### config.mk
export PLATFORM = sky130hd
export DESIGN_NAME = bmp_gray_stream
export DESIGN_NICKNAME = d
export VERILOG_FILES = /design/src/rtl/bmp_gray_stream.sv
export SDC_FILE = /design/constraint.sdc
export NUM_CORES = 1
export LEC_CHECK = 0
export CAP_MARGIN = 20
export CORE_ASPECT_RATIO = 0.6
export CORE_UTILIZATION = 53
export CTS_BUF_LIST = sky130_fd_sc_hd__clkbuf_16
export DETAILED_ROUTE_END_ITERATION = 6
export GPL_TIMING_DRIVEN = 0
export PLACE_DENSITY = 0.85
export SLEW_MARGIN = 10
export SYNTH_ARGS = -nofsm -noshare
export SYNTH_HDL_FRONTEND = slang
export SYNTH_SLANG_ARGS = --single-unit
### constraint.sdc
create_clock -name clk -period 5.7 [get_ports clk]
set_clock_uncertainty 0.15 [all_clocks]
set_input_delay 1.14 -clock clk [delete_from_list [all_inputs] [get_ports clk]]
set_output_delay 1.14 -clock clk [all_outputs]
set_load 0.01 [all_outputs]
### src/rtl/bmp_gray_stream.sv
// BMP colour-to-grayscale streamer: copies the header, then rewrites each pixel as weighted gray.
// Optional BMP_GRAY_THRESH_EN adds a thresh port and binarizes the gray channels.
module bmp_gray_stream #(
    parameter int DATA_W   = 8,
    parameter int ADDR_W   = 20,
    parameter int CHANNELS = 3,
    parameter int HDR_SIZE = 54,
    parameter int PIXELS   = 65536,
    parameter int WB       = 30,
    parameter int WG       = 150,
    parameter int WR       = 76,
    parameter int SHIFT    = 8
) (
    input  logic              clk,
    input  logic              rst_n,
    input  logic              start,
    output logic              rom_ren,
    output logic [ADDR_W-1:0] rom_addr,
    input  logic [DATA_W-1:0] rom_q,
    output logic              ram_wen,
    output logic [ADDR_W-1:0] ram_addr,
    output logic [DATA_W-1:0] ram_d,
    output logic              busy,
    output logic              done
`ifdef BMP_GRAY_THRESH_EN
    ,
    input  logic [DATA_W-1:0] thresh
`endif
);

    localparam int ACC_W = DATA_W + 12;
    localparam logic [ADDR_W-1:0] LAST_A   = ADDR_W'(HDR_SIZE + PIXELS * CHANNELS - 1);
    localparam logic [ADDR_W-1:0] HDR_LAST = ADDR_W'(HDR_SIZE - 1);
    localparam logic [1:0]        K_LAST   = 2'(CHANNELS - 1);
    localparam logic [ACC_W-1:0]  MAXV     = ACC_W'((1 << DATA_W) - 1);

    typedef enum logic [2:0] {
        IDLE,
        HDR_RD,
        HDR_WR,
        PIX_RD,
        PIX_CALC,
        PIX_WR,
        DONE
    } state_t;

    state_t            state_q, state_d;
    logic [ADDR_W-1:0] rd_q, rd_d;
    logic [ADDR_W-1:0] wr_q, wr_d;
    logic [1:0]        k_q, k_d;
    logic [DATA_W-1:0] gray_q, gray_d;
    logic              done_q, done_d;
    logic [DATA_W-1:0] buf_q [4];

    logic [DATA_W-1:0] ch2;
    logic [ACC_W-1:0]  acc;
    logic [ACC_W-1:0]  shd;
    logic [DATA_W-1:0] sat;
    logic [DATA_W-1:0] gray_new;

    // Address counters saturate at the last frame byte instead of wrapping
    function automatic logic [ADDR_W-1:0] inc(input logic [ADDR_W-1:0] a);
        return (a == LAST_A) ? a : a + ADDR_W'(1);
    endfunction

    // With three channels the red byte is still on rom_q during PIX_CALC
    assign ch2 = (CHANNELS == 3) ? rom_q : buf_q[2];
    assign acc = ACC_W'(buf_q[0]) * ACC_W'(WB)
               + ACC_W'(buf_q[1]) * ACC_W'(WG)
               + ACC_W'(ch2) * ACC_W'(WR);
    assign shd = acc >> SHIFT;
    assign sat = (shd > MAXV) ? '1 : shd[DATA_W-1:0];
`ifdef BMP_GRAY_THRESH_EN
    assign gray_new = (sat >= thresh) ? '1 : '0;
`else
    assign gray_new = sat;
`endif

    // State, counters, gray result and done flag registers
    always_ff @(posedge clk or negedge rst_n) begin
        if (!rst_n) begin
            state_q <= IDLE;
            rd_q    <= '0;
            wr_q    <= '0;
            k_q     <= '0;
            gray_q  <= '0;
            done_q  <= 1'b0;
        end else begin
            state_q <= state_d;
            rd_q    <= rd_d;
            wr_q    <= wr_d;
            k_q     <= k_d;
            gray_q  <= gray_d;
            done_q  <= done_d;
        end
    end

    // Pixel bytes land one cycle after their read; the last one during PIX_CALC
    always_ff @(posedge clk or negedge rst_n) begin
        if (!rst_n) begin
            for (int i = 0; i < 4; i++) begin
                buf_q[i] <= '0;
            end
        end else if (state_q == PIX_RD && k_q != 2'd0) begin
            buf_q[k_q - 2'd1] <= rom_q;
        end else if (state_q == PIX_CALC) begin
            buf_q[K_LAST] <= rom_q;
        end
    end

    // Next-state logic and memory strobes
    always_comb begin
        state_d  = state_q;
        rd_d     = rd_q;
        wr_d     = wr_q;
        k_d      = k_q;
        gray_d   = gray_q;
        done_d   = done_q;
        rom_ren  = 1'b0;
        ram_wen  = 1'b0;
        rom_addr = rd_q;
        ram_addr = wr_q;
        ram_d    = '0;
        unique case (state_q)
            IDLE, DONE: begin
                if (start) begin
                    state_d = HDR_RD;
                    rd_d    = '0;
                    wr_d    = '0;
                    k_d     = '0;
                    done_d  = 1'b0;
                end
            end
            HDR_RD: begin
                rom_ren = 1'b1;
                rd_d    = inc(rd_q);
                state_d = HDR_WR;
            end
            HDR_WR: begin
                ram_wen = 1'b1;
                ram_d   = rom_q;
                wr_d    = inc(wr_q);
                state_d = (wr_q == HDR_LAST) ? PIX_RD : HDR_RD;
            end
            PIX_RD: begin
                rom_ren = 1'b1;
                rd_d    = inc(rd_q);
                if (k_q == K_LAST) begin
                    k_d     = '0;
                    state_d = PIX_CALC;
                end else begin
                    k_d = k_q + 2'd1;
                end
            end
            PIX_CALC: begin
                gray_d  = gray_new;
                state_d = PIX_WR;
            end
            PIX_WR: begin
                ram_wen = 1'b1;
                ram_d   = (k_q == 2'd3) ? buf_q[3] : gray_q;
                wr_d    = inc(wr_q);
                if (k_q == K_LAST) begin
                    k_d = '0;
                    if (wr_q == LAST_A) begin
                        state_d = DONE;
                        done_d  = 1'b1;
                    end else begin
                        state_d = PIX_RD;
                    end
                end else begin
                    k_d = k_q + 2'd1;
                end
            end
            default: begin
                state_d = IDLE;
            end
        endcase
    end

    assign busy = (state_q != IDLE) && (state_q != DONE);
    assign done = done_q;

endmodule
Yosys cells after proc, flatten, opt, wreduce, memory -nomap -nowiden
Index checks and enable logic that the tools add are counted.
{"block": "totals", "elab_cells": 89, "register_bits": 86, "out_inout_bits": 52, "in_bits": 11}
{"block": "op_classes", "mux": 28, "mul": 3, "eq_ne": 18, "n_reduce_logical": 20, "magnitude_cmp": 3, "bitwise_logic": 1, "add_sub_neg": 6}
{"op": "$pmux 20 s2", "n": 2}
{"op": "$mux 20", "n": 3}
{"op": "$add 20x1->20 const B", "n": 2}
{"op": "$eq 20x18->1 const B", "n": 2}
{"op": "$mux 8", "n": 5}
{"op": "$bwmux 32", "n": 1}
{"op": "$eq 20x6->1 const B", "n": 1}
{"op": "$add 17x15->18", "n": 1}
{"op": "$pmux 3 s6", "n": 1}
{"op": "$add 13x16->17", "n": 1}
{"op": "$demux 8 s2", "n": 1}
{"op": "$pmux 8 s2", "n": 1}
{"op": "$mul 8x7->15 const B", "n": 1}
{"op": "$mul 8x5->13 const B", "n": 1}
{"op": "$mul 8x4->12 const B", "n": 1}
{"op": "$mux 3", "n": 4}
{"op": "$reduce_bool 2->1", "n": 6}
{"op": "$gt 10x8->1 const B", "n": 1}
{"op": "$ne 2x2->1 const B", "n": 5}
{"op": "$eq 3x3->1 const B", "n": 3}
{"op": "$reduce_and 3->1", "n": 3}
{"op": "$reduce_or 2->1", "n": 4}
{"op": "$eq 3x2->1 const B", "n": 2}
{"op": "$mux 2", "n": 3}
{"op": "other kinds (17)", "n": 24}

Depth between registers and ports, before layout
{"block": "depth", "word_depth": 8, "mapped_depth": 22, "mapped_depth_nobuf": 22}

Worst setup path before layout
Ideal clock, no wire load.
{"block": "synth_timing", "path_type": "input port to flip-flop", "start": "input rom_q[1]", "end": "register gray_q[0]", "path_slack_ns": 0.099, "n_path_buf": 0, "arrival_ns": 5.329, "t_required_ns": 5.428, "setup_ns": 0.122, "path_stages": 18, "cell_sequence": "ha_1 > inv_1 > fa_1 > inv_1 > ha_1 > inv_1 > o21bai_1 > a2111oi_0 > o31ai_1 > a21oi_1 > xnor2_1 > ha_1 > ha_1 > a21o_1 > a21o_1 > a2111oi_0 > o21ai_1 > o22a_1"}
{"block": "synth_via", "elab_chain_len": 4}
{"item": "start, declared", "line": "19", "text": "input logic [DATA_W-1:0] rom_q,"}
{"item": "$mul 8x5->13 *", "line": "70", "text": "+ ACC_W'(ch2) * ACC_W'(WR);"}
{"item": "$add 17x15->18 *", "line": "70"}
{"item": "$gt 10x8->1", "line": "72", "text": "assign sat = (shd > MAXV) ? '1 : shd[DATA_W-1:0];"}
{"item": "$mux 8 *", "line": "72"}
{"item": "end signal, assigned", "line": "93", "text": "gray_q <= gray_d;"}
{"item": "end, declared", "line": "51", "text": "logic [DATA_W-1:0] gray_q, gray_d;"}
Mark *: on every way between the ends. The rest lies on a longest branch, timed or not.
A chain may end at the register's enable or synchronous reset.

Worst setup path in the final report
{"block": "layout_timing", "start": "input rom_q[0]", "end": "register gray_q[0]"}
Same word-level chain as after synthesis.

==> flow_summary_export.csv <==
group,metric,value,unit
floorplan,die-area,13310,µm²
worst_setup_path,end_kind,"register",
worst_setup_path,crit_arrival,5.66,ns
worst_setup_path,start_kind,"input port",
logic_synthesis,synth-async-reset-ratio,1.000,
placement,gp_congestion,0.8720,
sta,setup_violations,0,
route,drt-initial-drc-count,416,
logic_synthesis,synth_seq_cells,78,
logic_synthesis,syn_area_per_cell,9.409,µm²
logic_synthesis,yosysUniqueCellTypes,63,
floorplan,rows,31,
floorplan,start_util,0.5533,
worst_setup_path,critPathMaxFanout,6,
placement,io_buffers,62,
clock_network,h-tree-depth,3,
power,p_per_area,238.4,nW/µm²
logic_synthesis,synth_edf_count,0,
power,totalPowerFinal,1.934,mW
global_route,grt_max_degree,59,
floorplan,ios,63,
global_route,grt-ovfl-total,0,
final_layout,multi_input_area,4589,µm²
logic_synthesis,ys.warnings.count,0,
logic_synthesis,yosys_most_used_dff,"dfrtp_1",
sta,slew_headroom,0.5195,
global_route,grt_pass1_wl,28120,µm
placement,post-dp-hpwl,12590,µm
logic_synthesis,netlist.area_leader.share,0.2869,
placement,dp.cells,951,
logic_synthesis,netlist_instances,723,
floorplan,die_h,89.76,µm
floorplan,die_w,148.3,µm
clock_network,path_clk_slew,0.06,ns
sta,hold_violations,0,
sta,min_period,5.576,ns
sta,finalSetupTns,0,ns
job,maxCapViolCount,0,
sta,worst_pin_slew,0.7181,ns
worst_setup_path,worstSetupPathType,"input port to register",
placement,place_ws,-1.366,ns
power,p_leak,3.986,nW
global_route,antenna_found_initial,0,
route,final_antenna_net_count,0,
global_route,grt_pass1_vias,5470,
logic_synthesis,synth.area.top_cells,"dfrtp_1 (29%), ha_1 (17%), fa_1 (10%)",
final_layout,instances_no_fill,970,
logic_synthesis,synth.largest_area_cell,"dfrtp_1",
route,wl,16760,µm
power,peakVddDrop,0.2531,mV
final_layout,diodes,0,
sta,final_critical_path_setup_slack,0.1244,ns
route,routed_via_density,5.666,
logic_synthesis,synth_area,6803,µm²
sta,fin_crit_sh,0.9782,
sta,max_freq,179.4,MHz
logic_synthesis,ys_seq_area_frac,0.2869,
final_layout,drive_gt1_frac,0.09068,
route,drtPass1Iterations,5,
final_layout,stdcell_area,8112,µm²
logic_synthesis,syn_nets,860,
clock_network,clk-insertion-delay-late,0.35,ns
clock_network,clockBufferDepth,2,
outcome,status,"finished, final reports clean",
clock_network,numCtsBuffers,9,
clock_network,cts_sinks,78,
clock_network,ctsHoldBuffers,0,
final_layout,fillCellCount,890,
route,via_count,5496,
placement,post_dp_cell_area,7655,µm²
min_path,hp-class,"register to register",
clock_network,cts_tree,"built",
clock_network,root_buffer,"clkbuf_16",
global_route,grtUsageTotal,0.2685,
final_layout,area.growth.synth_to_final,19.24,%
final_layout,regArea,1954,µm²
worst_setup_path,crit_required,5.78,ns
final_layout,nets,937,
sta,slew_viol_final,0,
floorplan,coreArea,12300,µm²
route,routedWlPerCell,17.28,µm
route,drc,0,
kinds of logic (layout without fill, tap and decap cells):
kind of cell | after synthesis | in the layout | share of synthesized area
AOI/OAI and AO/OA | 123 | 123 | 0.1151
and+or+nand+nor | 209 | 209 | 0.1562
adders and majority gates | 126 | 126 | 0.2704
buffers and inverters | 107 | 189 | 0.06198
xor gates and xnor gates | 57 | 57 | 0.07339
DFF | 78 | 78 | 0.2869
muxes | 23 | 23 | 0.03605
routing by layer:
| metal | vias to the layer above | routed length, µm | share of wire | track usage |
|---|---|---|---|---|
| met5 | - | 0 | 0 | 0 |
| met4 | 0 | 202 | 0.012 | 0.06100 |
| met2 | 189 | 7311 | 0.44 | 0.3940 |
| met1 | 2653 | 8018 | 0.48 | 0.4018 |
| met3 | 18 | 1228 | 0.073 | 0.05838 |
| li1 | 2636 | - | - | - |
cells in the final DEF, fill, tap and decap left out, drive strengths merged, types with 20 or more instances in the layout:
cell type      instances
inv                   93
clkbuf                26
nor2                  60
clkdlybuf4s50         53
xor2                  28
a21oi                 36
fa                    35
dfrtp                 78
ha                    91
xnor2                 29
o21ai                 38
nand2                 51
nand3                 20
flip-flops by register name, indices dropped and copies added (netlist names):
signal,flops
ram_addr,20
k_q,2
done,1
rom_addr,20
state_q,3
buf_q,24
gray_q,8
worst paths after layout:
check,start,endpoint,slack [ns],cells after the start
min,buf_q[2],buf_q[2],0.31,1
min in group asynchronous,rst_n,rom_addr[8],0.54,1
max reg2reg,buf_q[20],gray_q[0],0.15,18
max in group asynchronous,rst_n,buf_q[20],4.25,2
min reg2reg,buf_q[2],buf_q[2],0.31,1
max,rom_q[0],gray_q[0],0.12,20
stage by stage:
step,utilization,hold WS [ns]
2_1_floorplan,-,0.2784
3_3_place_gp,0.6205,0.2901
3_5_place_dp,0.6226,0.2986
4_1_cts,0.6495,0.3133
5_1_grt,0.6597,0.3303
6_report,0.6597,0.3118
timing repair:
item                       CTS  global route
resized for setup           17            32
cloned                       0             0
pin swaps                    1            11
setup endpoints to repair    8             7
setup buffers                0             3
layout make-up:
class / instances / share of cell area
tap: 165 / 0.02545
clock inverter: 7 / 0.007712
sequential: 78 / 0.2409
timing repair buffer: 66 / 0.08036
buffer: 17 / 0.01003
inverter: 90 / 0.04196
clock buffer: 9 / 0.02776
multi-input combinational: 538 / 0.5658
power breakdown:
group	internal (mW)	switching, mW	leakage (nW)
sequential	0.562	0.00557	0.974
combinational	0.328	0.473	2.87
clock	0.304	0.260	0.139
cells in the mapped netlist, types with 4 or more instances:
cell type	count
a21o_1	11
xor2_1	28
clkbuf_1	13
nand2_1	51
and3_1	10
o211ai_1	4
o22a_1	5
o21ai_0	37
nor3_1	11
mux2_2	12
a21oi_1	36
o21a_1	6
dfrtp_1	78
xnor2_1	29
nand4_1	10
nor2b_1	5
fa_1	35
ha_1	91
nand2b_1	7
nor2_1	60
nand3_1	20
and4_1	5
mux2i_1	11
nor4_1	4
inv_1	88
or3_1	6
critical path, cell delays in order:
cell             delay (ns)
clkdlybuf4s15_1        0.39
ha_1                   0.23
inv_1                  0.06
fa_1                   0.47
inv_1                  0.04
ha_1                   0.27
inv_1                  0.11
o21bai_1               0.13
a21o_1                 0.21
a21o_1                 0.20
a31oi_1                0.24
xor2_1                 0.12
fa_1                   0.50
inv_1                  0.05
ha_1                   0.22
a21o_1                 0.19
a21o_1                 0.24
a2111oi_4              0.45
o21ai_2                0.17
o22a_1                 0.21
(Power assumes the default switching activity.)
